**src/rtl/rr_sel_pkg.sv**
```systemverilog
// rr_sel_pkg: shared definitions for the round-robin selection controller.
//   - FSM state encoding (IDLE / SEL / OUT)
//   - number of sources and reset value of the last-served pointer
//   - onehot4(): 2-bit index to 4-bit one-hot grant
package rr_sel_pkg;

    localparam int N_SRC = 4;

    typedef enum logic [1:0] {
        ST_IDLE = 2'd0,
        ST_SEL  = 2'd1,
        ST_OUT  = 2'd2
    } state_t;

    // Last-served pointer at reset; 3 makes source 0 the first to be scanned.
    localparam logic [1:0] LAST_RST = 2'b11;

    function automatic logic [N_SRC-1:0] onehot4(input logic [1:0] idx);
        return 4'b0001 << idx;
    endfunction

endpackage

```
**src/rtl/rr_pick4.sv**
```systemverilog
// rr_pick4: combinational 4-way priority picker with a movable start point.
// Ports:
//   Req   in  4  request vector
//   Start in  2  index scanned first; the scan wraps 3 -> 0
//   Any   out 1  at least one request is set
//   Win   out 2  first set request found from Start upward (Start when none)
module rr_pick4 (
    input  logic [3:0] Req,
    input  logic [1:0] Start,
    output logic       Any,
    output logic [1:0] Win
);

    logic [1:0] idx;
    logic       found;

    always_comb begin
        Any   = |Req;
        Win   = Start;
        idx   = Start;
        found = 1'b0;
        for (int i = 0; i < 4; i++) begin
            // 2-bit add wraps naturally past source 3 back to source 0
            idx = Start + 2'(i);
            if (!found && Req[idx]) begin
                Win   = idx;
                found = 1'b1;
            end
        end
    end

endmodule

```
**src/rtl/rr_sel_ctrl.sv**
```systemverilog
// rr_sel_ctrl: round-robin arbiter that drives the Sel input of mux4t1_8b and
// captures the mux output into a registered byte with a valid/ready handshake.
//
// Ports:
//   Clk        in  1       rising-edge clock
//   Rst_n      in  1       asynchronous active-low reset
//   Req        in  4       per-source request (source i on mux input i)
//   Mux_F      in  DATA_W  mux output fed back for capture
//   Sel        out 2       registered mux select, held outside SEL
//   Gnt        out 4       one-hot grant, pulses during the capture cycle
//   Out        out DATA_W  captured byte
//   Out_Valid  out 1       Out holds an unconsumed byte
//   Out_Ready  in  1       downstream accepts Out on Out_Valid && Out_Ready
//
// Build option: define RR_SEL_FIXED_PRI_EN for fixed priority (source 0
// highest). The default build is round-robin with a last-served pointer.
module rr_sel_ctrl
    import rr_sel_pkg::*;
#(
    parameter int DATA_W = 8
) (
    input  logic              Clk,
    input  logic              Rst_n,
    input  logic [3:0]        Req,
    input  logic [DATA_W-1:0] Mux_F,
    output logic [1:0]        Sel,
    output logic [3:0]        Gnt,
    output logic [DATA_W-1:0] Out,
    output logic              Out_Valid,
    input  logic              Out_Ready
);

    state_t            state, state_nx;
    logic [1:0]        sel_nx;
    logic [3:0]        gnt_nx;
    logic [DATA_W-1:0] out_nx;
    logic              valid_nx;

    logic [1:0]        start;
    logic              any;
    logic [1:0]        win;

`ifdef RR_SEL_FIXED_PRI_EN
    assign start = 2'b00;
`else
    logic [1:0] last, last_nx;
    // Scan begins just past the source served most recently.
    assign start = last + 2'd1;
`endif

    rr_pick4 u_pick (
        .Req   (Req),
        .Start (start),
        .Any   (any),
        .Win   (win)
    );

    always_ff @(posedge Clk or negedge Rst_n) begin
        if (!Rst_n) begin
            state     <= ST_IDLE;
            Sel       <= 2'b00;
            Gnt       <= 4'b0000;
            Out       <= '0;
            Out_Valid <= 1'b0;
`ifndef RR_SEL_FIXED_PRI_EN
            last      <= LAST_RST;
`endif
        end else begin
            state     <= state_nx;
            Sel       <= sel_nx;
            Gnt       <= gnt_nx;
            Out       <= out_nx;
            Out_Valid <= valid_nx;
`ifndef RR_SEL_FIXED_PRI_EN
            last      <= last_nx;
`endif
        end
    end

    always_comb begin
        state_nx = state;
        sel_nx   = Sel;
        gnt_nx   = 4'b0000;   // grant is a single-cycle pulse
        out_nx   = Out;
        valid_nx = Out_Valid;
`ifndef RR_SEL_FIXED_PRI_EN
        last_nx  = last;
`endif
        case (state)
            ST_IDLE: begin
                if (any) begin
                    sel_nx   = win;
                    gnt_nx   = onehot4(win);
                    state_nx = ST_SEL;
                end
            end
            ST_SEL: begin
                // Sel has been stable a full cycle, so Mux_F has settled.
                out_nx   = Mux_F;
                valid_nx = 1'b1;
`ifndef RR_SEL_FIXED_PRI_EN
                last_nx  = Sel;
`endif
                state_nx = ST_OUT;
            end
            ST_OUT: begin
                if (Out_Valid && Out_Ready) begin
                    valid_nx = 1'b0;
                    // Re-arbitrate on the handshake edge to keep 2-cycle throughput.
                    if (any) begin
                        sel_nx   = win;
                        gnt_nx   = onehot4(win);
                        state_nx = ST_SEL;
                    end else begin
                        state_nx = ST_IDLE;
                    end
                end
            end
            default: state_nx = ST_IDLE;
        endcase
    end

endmodule

```
**config.mk**
```make
export PLATFORM = sky130hd
export DESIGN_NAME = rr_sel_ctrl
export DESIGN_NICKNAME = d
export VERILOG_FILES = /design/src/rtl/rr_sel_pkg.sv /design/src/rtl/rr_pick4.sv /design/src/rtl/rr_sel_ctrl.sv
export SDC_FILE = /design/constraint.sdc
export NUM_CORES = 1
export LEC_CHECK = 0
export ABC_AREA = 1
export ABC_CLOCK_PERIOD_IN_PS = 2200
export CAP_MARGIN = 20
export CELL_PAD_IN_SITES_DETAIL_PLACEMENT = 0
export CELL_PAD_IN_SITES_GLOBAL_PLACEMENT = 2
export CORE_MARGIN = 2
export CORE_UTILIZATION = 26
export CTS_CLUSTER_DIAMETER = 150
export DETAILED_ROUTE_END_ITERATION = 10
export PLACE_DENSITY_LB_ADDON = 0.25
export SETUP_SLACK_MARGIN = 0.4
export SYNTH_ARGS = -nofsm -noshare
export SYNTH_HDL_FRONTEND = slang
export SYNTH_SLANG_ARGS = --single-unit
```
**constraint.sdc**
```tcl
create_clock -name Clk -period 2.2 [get_ports Clk]
set_input_delay 0.44 -clock Clk [delete_from_list [all_inputs] [get_ports Clk]]
set_output_delay 0.44 -clock Clk [all_outputs]
set_load 0.01 [all_outputs]
```
==> metrics.md, run 1 <==
| Metric | Value |
|---|---|
| Period utilisation layout | `0.761` |
| CTS Buf Count | `3` |
| Initial antenna violation count | `0` |
| Data arrival time of the critical path | `1.82 ns` |
| Post-CTS Hold Fix Bufs | `0` |
| Layout net count | `183` |
| N_diodes | `0` |
| Root buffer cell | `clkbuf_8` |
| Vias in the first global route | `a little under 900` |
| EDFF count, synth | `0` |
| Post-Syn Instances | `130` |
| Clock Skew | `between 0.001 and 0.0015 ns` |
| Area Growth Syn to Fin | `45.5%` |
| Routed WL | `2.41 mm` |
| Drt wl/cell | `11.2 um` |
| Leak | `0.741 nW` |
| Util after Layout | `0.401` |
| #FFs+latches synth | `19` |
| Async set-or-reset flop fraction in the synthesized netlist | `1.00` |
| Antenna violation net count after detailed routing | `0` |
| Total congestion overflow | `0` |
| Full die area | `4490 um2` |
| Iteration count of the initial detailed-routing pass | `4` |
| Placed wire-length estimate | `between 1.5 and 2 mm` |
| Slew Viols, Final | `0` |
| Routability cong. | `about 0.76` |
| HP Class | `input port to asynchronous set/reset pin` |
| Buffers on Ports | `29` |
| Die H | `67.0 um` |
| Std cell rows | `22` |
| Final Hold Fails | `0` |
| Worst reg-to-reg path cell count | `12` |
| Power Total | `2.26 mW` |
| Fillers | `396` |
| Comb pwr share | `0.611` |
| Die W | `67.0 um` |
| Max transition margin | `0.656` |
| PnR worst setup slack | `0.525 ns` |
| Clk Latency, worst-skew pair | `0.25 ns` |
| Setup crit start kind | `register` |
| Max Fanout on Critical Path | `6` |
| CTS tree | `done` |
| Peak Freq | `597 MHz` |
| First-pass GRT wire length | `around 4.1 mm` |
| Largest net degree at the start of global routing | `20` |
| I/O Pins | `30` |
| Starting density of the core | `0.276` |
| Synth Cell Area | `1030 um2` |
| Core box area | `3740 um2` |
| Post-layout min period | `1.68 ns` |
| Actual slew at the worst max-slew pin | `0.515 ns` |
| Via count | `just over 900` |
| Clk pin slew, worst setup/hold paths | `around 0.07 ns` |
| Sw frac | `0.423` |
| Clock network fraction of design power | `0.105` |
| Max-cap viol count | `0` |
| Pre-CTS setup slack | `0.207 ns` |
| Setup_tns | `0 ns` |
| Post-synthesis sequential area ratio | `0.463` |
| RSZ-0062 raised after global routing | `yes` |
| Switching power | `0.956 mW` |
| Drt first-iter violations | `53` |
| VDD IR max | `approximately 670 uV` |
| DR vias/cell | `roughly 4.3` |
| Top FF cell, synth | `dfrtp_1` |
| Synthesized area per cell | `7.94 um2` |
| Final Setup Violations | `0` |
| Clock Path Buffers | `2` |
| Clock Sinks | `19` |
| Crit path kind | `register to register` |
| Status | `completed` |
| Pwr/cell area | `1510 nW/um2` |
| GRT Total Usage | `0.122` |
| Required time of the critical path | `~2.3 ns` |
| Worst Setup End Kind | `register` |
| Seq pwr share | `0.284` |
| Syn nets | `about 150` |
| Yosys warning total | `0` |
| Pint | `1.31 mW` |
| Residual DRC count | `0` |
| H-tree Lvls | `1` |
| Share of layout cells above drive strength 1 | `0.246` |
| Netlist cell types | `18` |
-- cells in the mapped netlist, types with 3 or more instances --
master    n  share of area
nand3_1  11          0.053
o21ai_0   3          0.015
mux2_2    8          0.087
nor2_1    9          0.033
a21oi_1   3          0.015
dfrtp_1  17           0.41
nand2_2   5          0.030
nand2_1  53           0.19
inv_1     8          0.029
-- power groups by stage --
| stage | Sequential, mW | Clock [mW] | Combinational, mW |
|---|---|---|---|
| 3_3_place_gp | 0.671 | 0 | 1.22 |
| 3_5_place_dp | 0.671 | 0 | 1.22 |
| 6_report | 0.643 | 0.237 | 1.38 |
| 2_1_floorplan | 0.693 | 0 | 0.770 |
| 4_1_cts | 0.645 | 0.247 | 1.30 |
| 5_1_grt | 0.663 | 0.269 | 1.55 |
-- registers in the layout, indices dropped and copies added, names as in the netlist --
| signal | flops |
|---|---|
| Out_Valid | 1 |
| last | 2 |
| Sel | 2 |
| state | 2 |
| Gnt | 4 |
| Out | 8 |
-- final timing paths --
kind                                     start                   to  slack (ns)
max in group asynchronous                Rst_n  last[1]$_DFFE_PN1P_        1.43
min reg2reg                 Out[4]$_DFFE_PN0P_   Out[4]$_DFFE_PN0P_        0.51
max reg2reg                last[0]$_DFFE_PN1P_   Sel[1]$_DFFE_PN0P_        0.52
min                                      Rst_n   Out[2]$_DFFE_PN0P_        0.51
min in group Clk            Out[4]$_DFFE_PN0P_   Out[4]$_DFFE_PN0P_        0.51
max                        last[0]$_DFFE_PN1P_   Sel[1]$_DFFE_PN0P_        0.52
-- kinds of logic after synthesis --
logic type             after synthesis  synth area share
buffers and inverters               13            0.0618
muxes                                8            0.0873
AOI/OAI and AO/OA                    6            0.0291
and+or+nand+nor                     84             0.359
DFF                                 19             0.463
-- cells in the final DEF, fill, tap and decap left out --
cell type	instances
a21oi_1	3
buf_4	4
buf_6	3
clkbuf_8	3
clkdlybuf4s50_1	25
clkinv_2	1
dfrtp_1	17
dfstp_2	2
dlymetal6s2s_1	4
inv_1	8
inv_2	1
inv_4	1
mux2_2	8
nand2_1	47
nand2_2	11
nand2_4	2
nand3_1	11
nor2_1	6
nor2_2	4
nor2_4	1
nor3_1	1
nor4_1	1
o21ai_0	3
-- stage by stage --
| step | instances | hold slack [ns] | cell area, um2 |
|---|---|---|---|
| final | 215 | 0.510 | 1500 |
| after global routing | 215 | 0.523 | 1500 |
| after CTS | 213 | 0.513 | 1440 |
| after detailed placement | 205 | 0.496 | 1360 |
| after global placement | 205 | 0.489 | 1360 |
| after floorplan | 130 | 0.144 | 1030 |
-- metal layers --
layer	up-vias	GRT usage	routed length, um
li1	482	-	-
met1	429	0.163	1170
met2	16	0.197	1120
met3	0	0.0405	113
met4	0	0.0153	0
met5	-	0	0
-- critical path, stage by stage (launching register included) --
cell and delay, ns:
dfstp_2 0.63, buf_6 0.13, nand2_1 0.06, nand2_2 0.09
nand2_1 0.05, nand2_1 0.06, nand2_2 0.07, nor2_4 0.14
nor2_1 0.05, nand2_1 0.06, nand2_2 0.08, nand2_2 0.08
nand2_1 0.05
-- timing repair --
| item | CTS | global route |
|---|---|---|
| setup buffers | 4 | 2 |
| gates resized for setup | 0 | 17 |
| pin swaps | 0 | 5 |
| setup endpoints to repair | 4 | 6 |
-- final cells by class --
type / count / area (um2) / share of cell area
multi-input cells: 98 / 513 / 0.342
flip-flops and latches: 19 / 478 / 0.318
repair buffers: 36 / 364 / 0.242
well taps: 48 / 60.1 / 0.0400
clock buffers: 3 / 41.3 / 0.0275
inverters: 10 / 40.0 / 0.0267
clock inverters: 1 / 5.00 / 0.00333
No activity file was read; power rests on OpenSTA's default activity.
==> run 2, diff against run 1 <==
ABC_CLOCK_PERIOD_IN_PS = 1600   (was 2200)
clock period = 1.6 ns   (was 2.2 ns; I/O delays follow)
==> run 2 against run 1 <==
Effect of this change:
- the run now ends with negative setup slack left
- first-iteration DRC count decreased by 55%
- total power increased by 47%
- register-to-register slack got worse by 0.60 ns
- hold slack got worse by 0.12 ns
- clock power increased by 40%
- sequential share of layout area decreased by 2.0 points
- utilization increased by 2.6 points
- final cell count increased by 5.6%
- worst setup slack got worse by 0.60 ns
- non-clock buffer count increased by 12
- count of clock-buffer cells in the layout unchanged
- die area unchanged
==> metrics.md, run 2 (same netlist as run 1, synthesis figures left out) <==
| Metric | Value |
|---|---|
| Max transition margin | `0.804 (+0.149)` |
| Clk Latency, worst-skew pair | `0.25 ns (about the same)` |
| Die H | `67.0 um (unchanged)` |
| Post-CTS Hold Fix Bufs | `0 (unchanged)` |
| Required time of the critical path | `1.75 ns (-0.59 ns)` |
| Clk pin slew, worst setup/hold paths | `0.07 ns (about the same)` |
| Leak | `0.827 nW (+12%)` |
| Root buffer cell | `clkbuf_8` |
| Switching power | `1.46 mW (+52%)` |
| N_diodes | `0 (unchanged)` |
| Residual DRC count | `0 (unchanged)` |
| Sw frac | `0.439 (+0.0161)` |
| DR vias/cell | `4.36 (+1.0%)` |
| Starting density of the core | `0.276 (unchanged)` |
| Clock Skew | `0.00118 ns (-0.0000753 ns)` |
| Routability cong. | `0.756 (-0.53%)` |
| Clock Path Buffers | `2 (unchanged)` |
| Final Setup Violations | `6 (+6)` |
| PnR worst setup slack | `-0.0710 ns (-0.596 ns)` |
| Post-layout min period | `1.67 ns (-0.00417 ns)` |
| Initial antenna violation count | `0 (unchanged)` |
| I/O Pins | `30 (unchanged)` |
| Antenna violation net count after detailed routing | `0 (unchanged)` |
| Routed WL | `2.63 mm (+9.2%)` |
| Worst Setup End Kind | `register` |
| Drt wl/cell | `11.6 um (+3.5%)` |
| Vias in the first global route | `991 (+11%)` |
| Seq pwr share | `0.269 (-0.015)` |
| Full die area | `4490 um2 (unchanged)` |
| Pwr/cell area | `2070 nW/um2 (+38%)` |
| CTS tree | `done` |
| Largest reg by FF count | `Out` |
| Core box area | `3740 um2 (unchanged)` |
| Hold WS | `0.392 ns (-0.118 ns)` |
| RSZ-0062 raised after global routing | `yes` |
| Status | `complete, but fails checks` |
| Util after Layout | `0.427 (+0.0264)` |
| Placed wire-length estimate | `1.93 mm (+6.2%)` |
| Slew Viols, Final | `0 (unchanged)` |
| First-pass GRT wire length | `4.34 mm (+5.9%)` |
| Layout net count | `195 (+6.6%)` |
| Iteration count of the initial detailed-routing pass | `4 (unchanged)` |
| Data arrival time of the critical path | `1.82 ns (about the same)` |
| Most common cell after layout, fill and taps aside | `nand2_1` |
| Max-cap viol count | `0 (unchanged)` |
| Pre-CTS setup slack | `-0.256 ns (-0.463 ns)` |
| VDD IR max | `921 uV (+38%)` |
| GRT Total Usage | `0.128 (+0.00580)` |
| Comb pwr share | `0.631 (+0.020)` |
| Crit path kind | `register to register` |
| Largest net degree at the start of global routing | `20 (unchanged)` |
| Clock Sinks | `19 (unchanged)` |
| HP Class | `input port to asynchronous set/reset pin` |
| Register-to-register setup slack | `-0.07 ns (-0.60 ns)` |
| Clock network fraction of design power | `0.100 (-0.005)` |
| Setup crit start kind | `register` |
| Peak Freq | `598 MHz (+0.25%)` |
| Via count | `989 (+6.7%)` |
| Worst reg-to-reg path cell count | `12 (unchanged)` |
| Biggest regs | `Out x8, Gnt x4` |
| Final Hold Fails | `0 (unchanged)` |
| Die W | `67.0 um (unchanged)` |
| Max Fanout on Critical Path | `6 (unchanged)` |
| Most frequent cells in the layout | `nand2_1, dfrtp_1, buf_4` |
| Failing checks | `negative setup slack` |
| Largest register FFs | `8 (unchanged)` |
| Pint | `1.86 mW (+43%)` |
| Drt first-iter violations | `24 (-55%)` |
| Total congestion overflow | `0 (unchanged)` |
| Area Growth Syn to Fin | `55.0%` |
| H-tree Lvls | `1 (unchanged)` |
| Share of layout cells above drive strength 1 | `0.430 (+0.185)` |
| Std cell rows | `22 (unchanged)` |
| Period utilisation layout | `1.04 (+0.283)` |
| Buffers on Ports | `29 (unchanged)` |
| Power Total | `3.32 mW (+47%)` |
| Actual slew at the worst max-slew pin | `0.292 ns (-0.223 ns)` |
| CTS Buf Count | `3 (unchanged)` |
run 2: per-stage QoR:
step | instance area [um2] | std cells | setup TNS, ns
after floorplan | 1040 | 130 | 0
after global placement | 1470 | 217 | -1.34
after detailed placement | 1470 | 217 | -1.46
after CTS | 1600 | 226 | -0.234
after global routing | 1600 | 227 | -1.11
final | 1600 | 227 | -0.252
run 2: layout make-up:
type	instances	area (um2)
fillers	405	2140
multi-input cells	98	586
flip-flops and latches	19	478
repair buffers	48	390
well taps	48	60.1
clock buffers	3	41.3
inverters	10	40.0
clock inverters	1	5.00
run 2: final timing paths:
kind,from,endpoint
max reg2reg,last[0]$_DFFE_PN1P_,Sel[1]$_DFFE_PN0P_
min,Rst_n,Out[6]$_DFFE_PN0P_
max,last[0]$_DFFE_PN1P_,Sel[1]$_DFFE_PN0P_
max in group asynchronous,Rst_n,last[1]$_DFFE_PN1P_
min reg2reg,Out[0]$_DFFE_PN0P_,Out[0]$_DFFE_PN0P_
min in group Clk,Out[0]$_DFFE_PN0P_,Out[0]$_DFFE_PN0P_
run 2: critical path, stage by stage (launching register included):
cell	delay, ns
dfstp_2	0.63
buf_12	0.14
nand2_4	0.05
nand2_4	0.07
nand2_2	0.06
nand2_2	0.06
nand2_2	0.07
nor2_4	0.14
nor2_1	0.05
nand2_1	0.06
nand2_2	0.09
nand2_2	0.09
nand2_1	0.05
run 2: power groups by stage:
stage / sequential, mW / combinational [mW] / clock, mW
final: 0.893 / 2.09 / 0.332
after global routing: 0.922 / 2.34 / 0.369
after CTS: 0.900 / 2.08 / 0.349
after detailed placement: 0.901 / 1.95 / 0
after global placement: 0.898 / 1.95 / 0
after floorplan: 0.952 / 1.09 / 0
run 2: what timing repair did:
action	CTS	global route
buffers inserted	5	1
setup endpoints to repair	30	28
pin swaps	8	7
gates resized for setup	55	25
run 2: per-layer routing:
metal / up-vias / routed length (um) / track usage / part of all wire
met1: 460 / 1170 / 0.156 / 0.45
li1: 509 / - / - / -
met5: - / 0 / 0 / 0
met4: 0 / 0 / 0.0230 / 0
met3: 0 / 145 / 0.0422 / 0.055
met2: 20 / 1310 / 0.220 / 0.50
==> run 3, diff against run 2 <==
RECOVER_POWER = 100   (was unset)
==> run 3 against run 2 <==
Effect of this change:
- the flow still finishes with violations (negative setup slack)
- sequential power about the same
- clock skew about the same
- total power down 1.3%
- non-clock buffer count unchanged
- via count up 0.30%
- routed wire length down 0.23%
- flip-flop and latch count unchanged
- worst setup slack better by 0.0046 ns
- highest routed layer unchanged
==> metrics.md, run 3 (same netlist as run 1, synthesis figures left out) <==
| Metric | Value |
|---|---|
| HP Class | `register to register` |
| Sw frac | `0.444 (+0.00547)` |
| Worst reg-to-reg path cell count | `12 (unchanged)` |
| Area Growth Syn to Fin | `53.1%` |
| Actual slew at the worst max-slew pin | `1.01 ns (+0.721 ns)` |
| Util after Layout | `0.422 (-0.00535)` |
| Antenna violation net count after detailed routing | `0 (unchanged)` |
| Die H | `67.0 um (unchanged)` |
| Full die area | `4490 um2 (unchanged)` |
| I/O Pins | `30 (unchanged)` |
| Residual DRC count | `0 (unchanged)` |
| Routed WL | `2.62 mm (-0.23%)` |
| Final Setup Violations | `5 (-1)` |
| Most frequent cells in the layout | `nand2_1, dfrtp_1, buf_4` |
| Clk pin slew, worst setup/hold paths | `0.07 ns (about the same)` |
| Setup crit start kind | `register` |
| First-pass GRT wire length | `4.34 mm (unchanged)` |
| PnR worst setup slack | `-0.0663 ns (+0.00464 ns)` |
| R2r startpoint | `last[0]$_DFFE_PN1P_` |
| Crit path to | `Sel[1]$_DFFE_PN0P_` |
| Clock Skew | `0.000851 ns (-0.000325 ns)` |
| Reg2Reg Capture Point | `Sel[1]$_DFFE_PN0P_` |
| Die W | `67.0 um (unchanged)` |
| CTS Buf Count | `3 (unchanged)` |
| Vias in the first global route | `991 (unchanged)` |
| Required time of the critical path | `1.75 ns (about the same)` |
| Pwr/cell area | `2070 nW/um2 (about the same)` |
| Biggest regs | `Out x8, Gnt x4` |
| VDD IR max | `908 uV (-1.5%)` |
| Buffers on Ports | `29 (unchanged)` |
| Failing checks | `negative setup slack` |
| Post-layout min period | `1.67 ns (-0.00464 ns)` |
| Via count | `992 (+0.30%)` |
| Share of layout cells above drive strength 1 | `0.352 (-0.0782)` |
| Data arrival time of the critical path | `1.81 ns (about the same)` |
| Register-to-register setup slack | `-0.07 ns (about the same)` |
| Final Hold Fails | `0 (unchanged)` |
| Clock Sinks | `19 (unchanged)` |
| Largest reg by FF count | `Out` |
| Drt first-iter violations | `25 (+4.2%)` |
| Non-filler cells, final | `227 (unchanged)` |
| Seq pwr share | `0.273 (+0.004)` |
| Leak | `0.784 nW (-5.2%)` |
| Routability cong. | `0.756 (unchanged)` |
| Crit path kind | `register to register` |
| Starting density of the core | `0.276 (unchanged)` |
| Max-cap viol count | `0 (unchanged)` |
| CTS tree | `done` |
| Slew Viols, Final | `0 (unchanged)` |
| Layout net count | `195 (unchanged)` |
| Clock network fraction of design power | `0.101 (about the same)` |
| Root buffer cell | `clkbuf_8` |
| Total congestion overflow | `0 (unchanged)` |
| DR vias/cell | `4.37 (+0.30%)` |
| Clock Path Buffers | `2 (unchanged)` |
| CP Launch Point | `last[0]$_DFFE_PN1P_` |
| Period utilisation layout | `1.04 (-0.00290)` |
| Iteration count of the initial detailed-routing pass | `4 (unchanged)` |
| Setup_tns | `-0.227 ns (+0.0255 ns)` |
| Placed wire-length estimate | `1.93 mm (unchanged)` |
| Drt wl/cell | `11.5 um (-0.23%)` |
| Largest net degree at the start of global routing | `20 (unchanged)` |
| Hold WS | `0.507 ns (+0.115 ns)` |
| Peak Freq | `600 MHz (+0.28%)` |
| Largest register FFs | `8 (unchanged)` |
| Dpl cell area | `1470 um2 (unchanged)` |
| Std cell rows | `22 (unchanged)` |
| GRT Total Usage | `0.128 (unchanged)` |
| Initial antenna violation count | `0 (unchanged)` |
| Max transition margin | `0.324 (-0.480)` |
| Clk Latency, worst-skew pair | `0.25 ns (about the same)` |
| Most common cell after layout, fill and taps aside | `nand2_1` |
| Final Cell Area | `1580 um2 (-1.3%)` |
| Placed cells | `217 (unchanged)` |
| Core box area | `3740 um2 (unchanged)` |
| N_diodes | `0 (unchanged)` |
| Max Fanout on Critical Path | `6 (unchanged)` |
| Switching power | `1.46 mW (about the same)` |
| Pint | `1.82 mW (-2.3%)` |
| H-tree Lvls | `1 (unchanged)` |
| Worst Setup End Kind | `register` |
| Comb pwr share | `0.626 (-0.005)` |
| RSZ-0062 raised after global routing | `yes` |
| Fillers | `410 (+1.2%)` |
| Status | `complete, but fails checks` |
[run 3: per-stage QoR]
step,power (mW),setup WS (ns)
after floorplan,2.04,0.106
after global placement,2.85,-0.243
after detailed placement,2.85,-0.256
after CTS,3.33,-0.0740
after global routing,3.59,-0.218
final,3.28,-0.0663
[run 3: final cells by class]
cell class	instances	area (um2)	share of cell area
multi-input cells	98	586	0.371
flip-flops and latches	19	478	0.302
repair buffers	48	370	0.234
well taps	48	60.1	0.0380
clock buffers	3	41.3	0.0261
inverters	10	40.0	0.0253
clock inverters	1	5.00	0.00317
[run 3: power groups by stage]
stage / logic (mW) / registers (mW) / clock network, mW
after floorplan: 1.09 / 0.952 / 0
after global placement: 1.95 / 0.898 / 0
after detailed placement: 1.95 / 0.901 / 0
after CTS: 2.08 / 0.900 / 0.349
after global routing: 2.30 / 0.922 / 0.369
final: 2.05 / 0.894 / 0.332
[run 3: routing by layer]
metal  vias up  track usage  share of wire
met1       460        0.156           0.44
met3         0       0.0422          0.060
met4         0       0.0230              0
met2        24        0.220           0.50
li1        508            -              -
met5         -            0              0
[run 3: worst min path at each step]
stage | from | endpoint | slack [ns] | cells past startpoint
2_1_floorplan | Rst_n | Gnt[0]$_DFF_PN0_ | 0.02 | 0
3_3_place_gp | Out[2]$_DFFE_PN0P_ | Out[2]$_DFFE_PN0P_ | 0.49 | 1
3_5_place_dp | Out[7]$_DFFE_PN0P_ | Out[7]$_DFFE_PN0P_ | 0.50 | 1
4_1_cts | Rst_n | Out[6]$_DFFE_PN0P_ | 0.39 | 2
5_1_grt | Out[0]$_DFFE_PN0P_ | Out[0]$_DFFE_PN0P_ | 0.54 | 1
6_report | Out[0]$_DFFE_PN0P_ | Out[0]$_DFFE_PN0P_ | 0.51 | 1
[run 3: critical path, cell delays in order (launching register included)]
cell and delay [ns]:
dfstp_2 0.63, buf_12 0.14, nand2_4 0.05, nand2_4 0.07, nand2_2 0.06, nand2_2 0.06
nand2_2 0.07, nor2_4 0.14, nor2_1 0.05, nand2_1 0.06, nand2_2 0.08, nand2_2 0.09
nand2_1 0.05
[run 3: repair_timing]
item                       CTS  global route
pin swaps                    8             7
setup endpoints to repair   30            28
hold buffers                 0             0
gates resized for setup     55            25
buffers inserted             5             1
